[src/rtl/ball_motion_ctrl.sv]
// Frame-synchronous ball position controller: samples direction buttons on the
// Vsync rising edge, steps and clamps the centre, and doubles the step while held.

module ball_axis_step #(
  parameter int W      = 11,
  parameter int SW     = 3,
  parameter int LIMIT  = 1280,
  parameter int RADIUS = 10
) (
  input  logic [W-1:0]  cur,
  input  logic          inc,
  input  logic          dec,
  input  logic [SW-1:0] step,
  output logic [W-1:0]  nxt
);
  localparam int AW = 13;
  localparam logic signed [AW-1:0] LO = AW'(RADIUS);
  localparam logic signed [AW-1:0] HI = AW'(LIMIT - 1 - RADIUS);

  logic signed [AW-1:0] cur_s, step_s, t, c;

  assign cur_s  = {{(AW-W){1'b0}}, cur};
  assign step_s = {{(AW-SW){1'b0}}, step};

  // Opposing presses cancel; signed headroom lets x - step go below zero before clamping.
  always_comb begin
    t = cur_s;
    if (inc && !dec)      t = cur_s + step_s;
    else if (dec && !inc) t = cur_s - step_s;
  end

  always_comb begin
    c = t;
    if (t < LO)      c = LO;
    else if (t > HI) c = HI;
  end

  assign nxt = c[W-1:0];
endmodule

module ball_motion_ctrl #(
  parameter int H_VISIBLE   = 1280,
  parameter int V_VISIBLE   = 800,
  parameter int RADIUS      = 10,
  parameter int START_X     = 640,
  parameter int START_Y     = 400,
  parameter int BASE_STEP   = 2,
  parameter int HOLD_FRAMES = 8,
  parameter int XW          = 11,
  parameter int YW          = 10
) (
  input  logic          clk,
  input  logic          reset,
  input  logic          Vsync,
  input  logic          btnU,
  input  logic          btnD,
  input  logic          btnL,
  input  logic          btnR,
  output logic [XW-1:0] xcenter,
  output logic [YW-1:0] ycenter,
  output logic          boost,
  output logic          update_done
);
  localparam int SW = $clog2(2*BASE_STEP + 1);
  localparam int HW = $clog2(HOLD_FRAMES + 1);

  typedef enum logic [2:0] {IDLE, CAPTURE, CALC_X, CALC_Y, COMMIT} state_t;
  typedef struct packed {
    logic u;
    logic d;
    logic l;
    logic r;
  } btn_t;

  state_t          state, state_nxt;
  logic            vs_prev, frame_evt;
  logic            cap_en, calcx_en, calcy_en, commit_en;
  btn_t            btn_q;
  logic [SW-1:0]   step_q;
  logic [XW-1:0]   x_calc, x_nxt_q;
  logic [YW-1:0]   y_calc, y_nxt_q;
  logic [HW-1:0]   hold_cnt, hold_nxt;

  // Reset to 1 so a Vsync already high when reset drops is not seen as a frame.
  always_ff @(posedge clk or posedge reset) begin
    if (reset) vs_prev <= 1'b1;
    else       vs_prev <= Vsync;
  end

  assign frame_evt = Vsync & ~vs_prev;

  always_ff @(posedge clk or posedge reset) begin
    if (reset) state <= IDLE;
    else       state <= state_nxt;
  end

  always_comb begin
    state_nxt = state;
    case (state)
      IDLE:    if (frame_evt) state_nxt = CAPTURE;
      CAPTURE: state_nxt = CALC_X;
      CALC_X:  state_nxt = CALC_Y;
      CALC_Y:  state_nxt = COMMIT;
      COMMIT:  state_nxt = IDLE;
      default: state_nxt = IDLE;
    endcase
  end

  always_comb begin
    cap_en    = 1'b0;
    calcx_en  = 1'b0;
    calcy_en  = 1'b0;
    commit_en = 1'b0;
    case (state)
      CAPTURE: cap_en    = 1'b1;
      CALC_X:  calcx_en  = 1'b1;
      CALC_Y:  calcy_en  = 1'b1;
      COMMIT:  commit_en = 1'b1;
      default: ;
    endcase
  end

  // Step is fixed at capture from the boost earned by the previous frame.
  always_ff @(posedge clk or posedge reset) begin
    if (reset) begin
      btn_q  <= '0;
      step_q <= SW'(BASE_STEP);
    end else if (cap_en) begin
      btn_q  <= '{u: btnU, d: btnD, l: btnL, r: btnR};
      step_q <= boost ? SW'(2*BASE_STEP) : SW'(BASE_STEP);
    end
  end

  ball_axis_step #(.W(XW), .SW(SW), .LIMIT(H_VISIBLE), .RADIUS(RADIUS)) u_x (
    .cur (xcenter),
    .inc (btn_q.r),
    .dec (btn_q.l),
    .step(step_q),
    .nxt (x_calc)
  );

  ball_axis_step #(.W(YW), .SW(SW), .LIMIT(V_VISIBLE), .RADIUS(RADIUS)) u_y (
    .cur (ycenter),
    .inc (btn_q.d),
    .dec (btn_q.u),
    .step(step_q),
    .nxt (y_calc)
  );

  always_ff @(posedge clk or posedge reset) begin
    if (reset) begin
      x_nxt_q <= XW'(START_X);
      y_nxt_q <= YW'(START_Y);
    end else begin
      if (calcx_en) x_nxt_q <= x_calc;
      if (calcy_en) y_nxt_q <= y_calc;
    end
  end

  // Any held button, even an opposing pair, keeps the hold count climbing.
  always_comb begin
    hold_nxt = '0;
    if (|btn_q)
      hold_nxt = (hold_cnt == HW'(HOLD_FRAMES)) ? hold_cnt : hold_cnt + 1'b1;
  end

  always_ff @(posedge clk or posedge reset) begin
    if (reset) begin
      xcenter     <= XW'(START_X);
      ycenter     <= YW'(START_Y);
      hold_cnt    <= '0;
      boost       <= 1'b0;
      update_done <= 1'b0;
    end else begin
      update_done <= commit_en;
      if (commit_en) begin
        xcenter  <= x_nxt_q;
        ycenter  <= y_nxt_q;
        hold_cnt <= hold_nxt;
        boost    <= (hold_nxt == HW'(HOLD_FRAMES));
      end
    end
  end
endmodule
[config.mk]
export PLATFORM = sky130hd
export DESIGN_NAME = ball_motion_ctrl
export DESIGN_NICKNAME = d
export VERILOG_FILES = /design/src/rtl/ball_motion_ctrl.sv
export SDC_FILE = /design/constraint.sdc
export NUM_CORES = 1
export LEC_CHECK = 0
export CAP_MARGIN = 20
export CORE_MARGIN = 2
export CORE_UTILIZATION = 58
export DETAILED_ROUTE_END_ITERATION = 12
export GPL_ROUTABILITY_DRIVEN = 0
export PLACE_DENSITY = 0.78
export RECOVER_POWER = 25
export SYNTH_ARGS = -nofsm -noshare
export SYNTH_HDL_FRONTEND = slang
export SYNTH_SLANG_ARGS = --single-unit
[constraint.sdc]
create_clock -name clk -period 3.6 [get_ports clk]
set_input_delay 0.72 -clock clk [delete_from_list [all_inputs] [get_ports clk]]
set_output_delay 0.72 -clock clk [all_outputs]
set_load 0.01 [all_outputs]
# After elaboration in Yosys (flattened, before gate mapping)
# Cells that the tools add are included.
# totals
ramBits,0
memories,0
register_bits,59
in_bits,7
latch_bits,0
romBits,0
# classes
multipliers,0
n_lt_le_gt_ge,4
n_reduce_logical,10
n_mux,17
n_eq_ne,7
shift,0
div_mod_pow,0
addsub,5
bitwise,2
# ops
op,n
13-bit 2-to-1 mux,4
"13-bit by 5-bit < comparator with 1-bit output, second input constant",2
11-bit 2-to-1 mux,2
10-bit 2-to-1 mux,2
"13-bit by 11-bit > comparator with 1-bit output, second input constant",1
"13-bit by 12-bit > comparator with 1-bit output, second input constant",1
11-bit by 3-bit adder with 12-bit output,1
3-bit one-hot mux with 4 select lines,1
11-bit by 3-bit subtractor with 12-bit output,1
10-bit by 3-bit adder with 11-bit output,1
10-bit by 3-bit subtractor with 11-bit output,1
"4-bit == test, second input constant",2
4-bit 2-to-1 mux,2
"3-bit by 2-bit == test with 1-bit output, second input constant",2
3-bit 2-to-1 mux,2
"4-bit by 1-bit adder with 4-bit output, second input constant",1
1-bit logical AND,4
1-bit logical NOT,4
1-bit 2-to-1 mux,4
4-bit OR reduction,1
"3-bit by 1-bit == test with 1-bit output, second input constant",1
"3-bit == test, second input constant",1
3-bit logical NOT,1
"2-bit inequality test, second input constant",1
2 further kinds,2

# Depth between registers and ports, before layout
# depth
depth_word,7
depth_mapped,10
depth_no_buf,10

# Cells and area by module
# A second synthesis with hierarchy kept.
# unflattened
cells_unflattened,405
hier_area_um2,3848.7
# by_module_without_submodules
mod,area_per_inst_um2,n_inst,cells_per_inst
ball_motion_ctrl,2292.2,1,192
ball_axis_step (u_x),783.3,1,107
ball_axis_step (u_y),773.2,1,106

# Least setup slack after synthesis
# Ideal clock, no wire load.
# synth_timing
kind,register -> register
startpoint,reg ycenter[1]
endpoint,reg y_nxt_q[5]
arrival_ps,2520
path_stages_with_launch,9
n_path_buf,0
setup_time_ps,68
t_required_ps,3532
slack_ps,1013
synth_period_minus_slack_ps,2587
path_cell_list,dfrtp_1 ha_1 fa_1 and4_1 or3_1 a221oi_1 a211oi_1 a211oi_2 a32o_1
# synth_via
elab_chain_cells,6
elab_cells_between_ends,8
# synth_rtl
item,line,rtl
from (decl),60,"output logic [YW-1:0] ycenter,"
from (signal assigned),170,ycenter <= YW'(START_Y);
from (signal assigned),178,ycenter <= y_nxt_q;
10-bit by 3-bit subtractor with 11-bit output,29,else if (dec && !inc) t = cur_s - step_s;
13-bit 2-to-1 mux,29,
13-bit 2-to-1 mux (*),28,if (inc && !dec) t = cur_s + step_s;
13-bit by 11-bit > comparator with 1-bit output,35,else if (t > HI) c = HI;
10-bit 2-to-1 mux,35,
10-bit 2-to-1 mux (*),34,if (t < LO) c = LO;
to (signal assigned),153,y_nxt_q <= YW'(START_Y);
to (signal assigned),156,if (calcy_en) y_nxt_q <= y_calc;
to (decl),81,"logic [YW-1:0] y_calc, y_nxt_q;"
# Every way passes the cells marked *; elsewhere a longest branch is shown, timed or not.
# A chain may end at the register's enable or synchronous reset.

# Final worst setup path
# layout_timing
startpoint,reg step_q[2]
endpoint,reg y_nxt_q[0]
# layout_via
elab_chain_cells,6
elab_cells_between_ends,8
# layout_rtl
item,line,rtl
from (decl),79,logic [SW-1:0] step_q;
from (signal assigned),127,step_q <= SW'(BASE_STEP);
from (signal assigned),130,step_q <= boost ? SW'(2*BASE_STEP) : SW'(BASE_STEP);
10-bit by 3-bit subtractor with 11-bit output,29,
13-bit 2-to-1 mux,29,
13-bit 2-to-1 mux (*),28,
13-bit by 11-bit > comparator with 1-bit output,35,
10-bit 2-to-1 mux,35,
10-bit 2-to-1 mux (*),34,
# Marked as above.

==> qor.yml <==
status: "finished, final reports clean"
cts_root_buffer: "sky130_fd_sc_hd__clkbuf_8"
antenna_cells_inserted: 0
cp_max_fo: 7
worst_setup_path_end_kind: "flop"
core_area_sq_mm: 0.00592
timing.setup.critical_path_class: "reg2reg"
die_area_sq_mm: 0.00677
max_frequency_mhz: 332
number_of_global_route_vias_before_repair: 2928
cts_hold_buffers: 0
overflow: 0
cts_tree: "yes"
detail_route.drc_violations: 0
die_x_um: 82.3
detailedRoute.firstPassIterationCount: 4
grt_usage: 0.277
dp.cells: 479
internal_power_w: 0.00202
ys.warnings.count: 0
ir_drop_uv: 430
number_of_synthesized_flops_with_an_enable_pin: 0
drv.max_cap_violation_count: 0
worst_path_max_delay_cell: "sky130_fd_sc_hd__dfrtp_1"
h-tree-depth: 3
layout.core_utilization: 0.694
ys_ff_latch: 58
hpwlAfterDp_mm: 5.98
shortest_period_the_worst_path_allows_ps: 3010
clock_insertion_delay_worst_skew_ps: 340
final.setup_skew_ps: 12.9
design.final.nets: 436
clock-sinks: 58
clockPowerShare: 0.206
placement_rows: 28
ys_async_sr_fraction: 1.00
drt_total_wl_mm: 8.44
die_h_um: 82.3
grt_setup_unrepaired: "false"
initial_utilization: 0.600
finalHoldViolations: 0
worstPathRequired_ps: 3780
combinationalPowerShare: 0.453
cp.arrival_ps: 3190
sequentialPowerShare: 0.341
setup_tns_ps: 0
initial_antenna_violation_count: 0
worst_pin_slew_ps: 1370
pin_count: 30
synth.net_count: 410
via_per_inst: 6.14
post_route_cells_drive_above_1_share: 0.105
detail-route-antenna-nets: 0
drt_iter0_markers: 281
r2r.worst_path.cells: 9
startpoint_type: "flop"
cp_cell_sequence: "inv_1, ha_1, nor4b_1, and3_1, o21bai_1, xnor2_1, o2111ai_1, o41ai_2, a22oi_1"
post_layout_nonfiller_instances: 495
timing.hold.worst.class: "reg2reg"
slew_headroom: 0.0865
pwr_density_cell_mw_per_mm2: 838
syn_to_final_growth_pct: 15.7
switch_share: 0.413
grt_pass1_wl_mm: 14.0
synth.yosys.seq_area_share: 0.413
period_share: 0.836
post_cts_resized: 0
synth_top_flop_cell: "sky130_fd_sc_hd__dfrtp_1"
grt_max_degree: 37
numPortBuffers: 29
syn_area_sq_mm: 0.00355
clkSlewWorstSetupHoldPaths_ps: 60
post_drt_wl_per_cell_um: 17.0
synthDistinctLibCells: 70
cts_setup_buffers: 0
total_leakage_power_nw: 1.79
dr_total_vias: 3041
postSynthAreaPerCell_sq_um: 9.13
power.switching_w: 0.00142
critical-path-max-stage-delay_ps: 550
netlist_instances: 389
setup_viol_count_final: 0
final.hold.worst_slack_ps: 459
drv_slew: 0
largest_buffer_count_on_any_clock_path: 2
worstHoldPathCells: 2
cts_inserted_buffers: 9
area by class of cell:
cell class                 count  area [sq um]
clock buffer                  12           165
clock inverter                 4          72.6
fill                         465          1810
inverter                      13          48.8
multi-input combinational    300          1950
sequential                    58          1470
tap                           75          93.8
timing repair buffer          33           313
cells in the final DEF, fill, tap and decap left out, types with 3 or more instances in the layout:
cell and count:
sky130_fd_sc_hd__dfrtp_1 46, sky130_fd_sc_hd__a211oi_1 3, sky130_fd_sc_hd__nor4b_1 3, sky130_fd_sc_hd__nand2b_1 4, sky130_fd_sc_hd__clkbuf_8 12, sky130_fd_sc_hd__nor2_1 11
sky130_fd_sc_hd__nor2b_1 12, sky130_fd_sc_hd__a41oi_1 3, sky130_fd_sc_hd__o21ai_0 20, sky130_fd_sc_hd__a32o_1 4, sky130_fd_sc_hd__a21oi_1 12, sky130_fd_sc_hd__and2_1 8
sky130_fd_sc_hd__xnor2_1 8, sky130_fd_sc_hd__o21a_1 5, sky130_fd_sc_hd__nand4_1 4, sky130_fd_sc_hd__ha_1 10, sky130_fd_sc_hd__a22oi_1 4, sky130_fd_sc_hd__fa_1 4
sky130_fd_sc_hd__o211ai_1 3, sky130_fd_sc_hd__a22o_1 6, sky130_fd_sc_hd__nand2_1 95, sky130_fd_sc_hd__dfstp_2 12, sky130_fd_sc_hd__nor3b_1 3, sky130_fd_sc_hd__nand3b_1 3
sky130_fd_sc_hd__or3_1 4, sky130_fd_sc_hd__nor3_1 8, sky130_fd_sc_hd__inv_1 13, sky130_fd_sc_hd__nand3_1 3, sky130_fd_sc_hd__clkdlybuf4s50_1 27, sky130_fd_sc_hd__nor4_1 5
sky130_fd_sc_hd__xor2_1 7, sky130_fd_sc_hd__a32oi_1 4, sky130_fd_sc_hd__mux2i_1 5
power by group through the flow:
stage | clock network (W) | logic [W] | registers, W
after CTS | 0.000719 | 0.00156 | 0.00117
final | 0.000710 | 0.00156 | 0.00117
after floorplan | 0 | 0.00119 | 0.00106
after detailed placement | 0 | 0.00155 | 0.00118
after global routing | 0.000751 | 0.00174 | 0.00122
after global placement | 0 | 0.00150 | 0.00116
state kept, by name, indices dropped and copies added (netlist names):
signal,cells
hold_cnt,4
xcenter,11
y_nxt_q,10
update_done,1
vs_prev,1
btn_q,4
ycenter,10
step_q,2
state,3
boost,1
x_nxt_q,11
final timing paths:
| path | to | slack, ps | startpoint |
|---|---|---|---|
| worst max-delay path | y_nxt_q[0] | 590 | step_q[2] |
| worst min-delay path | xcenter[9] | 460 | x_nxt_q[9] |
| worst max register to register | y_nxt_q[0] | 590 | step_q[2] |
| worst min register to register | xcenter[9] | 460 | x_nxt_q[9] |
| max in group asynchronous | x_nxt_q[9] | 1430 | reset |
| min in group asynchronous | ycenter[9] | 1210 | reset |
critical path, delay by kind of cell (launching register included):
kind                     cells  cell delay (ps)
AO/OA/AOI/OAI                4             1020
XOR/XNOR                     1              230
adder cells (fa/ha/maj)      1              200
buffers and inverters        1              140
flip-flops                   1              550
AND/OR/NAND/NOR              2              720
cell usage after synthesis (5+ instances only):
cell type / number / share of area
sky130_fd_sc_hd__clkbuf_1: 10 / 0.011
sky130_fd_sc_hd__dfrtp_1: 46 / 0.32
sky130_fd_sc_hd__nor2b_1: 12 / 0.021
sky130_fd_sc_hd__nor3_1: 8 / 0.011
sky130_fd_sc_hd__o21a_1: 5 / 0.011
sky130_fd_sc_hd__nor4_1: 5 / 0.0088
sky130_fd_sc_hd__and2_1: 8 / 0.014
sky130_fd_sc_hd__dfstp_2: 12 / 0.089
sky130_fd_sc_hd__a22o_1: 6 / 0.015
sky130_fd_sc_hd__o21ai_0: 20 / 0.028
sky130_fd_sc_hd__nor2_1: 11 / 0.012
sky130_fd_sc_hd__nand2_1: 95 / 0.10
sky130_fd_sc_hd__xnor2_1: 8 / 0.020
sky130_fd_sc_hd__a21oi_1: 12 / 0.017
sky130_fd_sc_hd__ha_1: 10 / 0.035
sky130_fd_sc_hd__xor2_1: 7 / 0.017
sky130_fd_sc_hd__mux2i_1: 5 / 0.014
sky130_fd_sc_hd__inv_1: 13 / 0.014
cell families after synthesis:
| group | share of synthesized area |
|---|---|
| buffers and inverters | 0.0384 |
| adders and majority gates | 0.0578 |
| and+or+nand+nor | 0.250 |
| xor gates and xnor gates | 0.0416 |
| DFF | 0.413 |
| AOI/OAI and AO/OA | 0.182 |
| muxes | 0.0173 |
stage by stage:
stage               worst slack, ps  area, sq um  total power [W]
floorplan                      1010         3550          0.00225
global placement                720         3880          0.00266
detailed placement              631         3880          0.00272
CTS                             601         4120          0.00344
global route                    323         4110          0.00371
finish                          591         4110          0.00344
metal layers:
| metal | GRT usage | vias to the layer above | routed length (um) |
|---|---|---|---|
| met3 | 0.0652 | 8 | 586 |
| met5 | 0 | - | 0 |
| li1 | - | 1431 | - |
| met2 | 0.402 | 101 | 3770 |
| met1 | 0.397 | 1501 | 4000 |
| met4 | 0.112 | 0 | 90 |
Power figures use the tool's default switching activity.
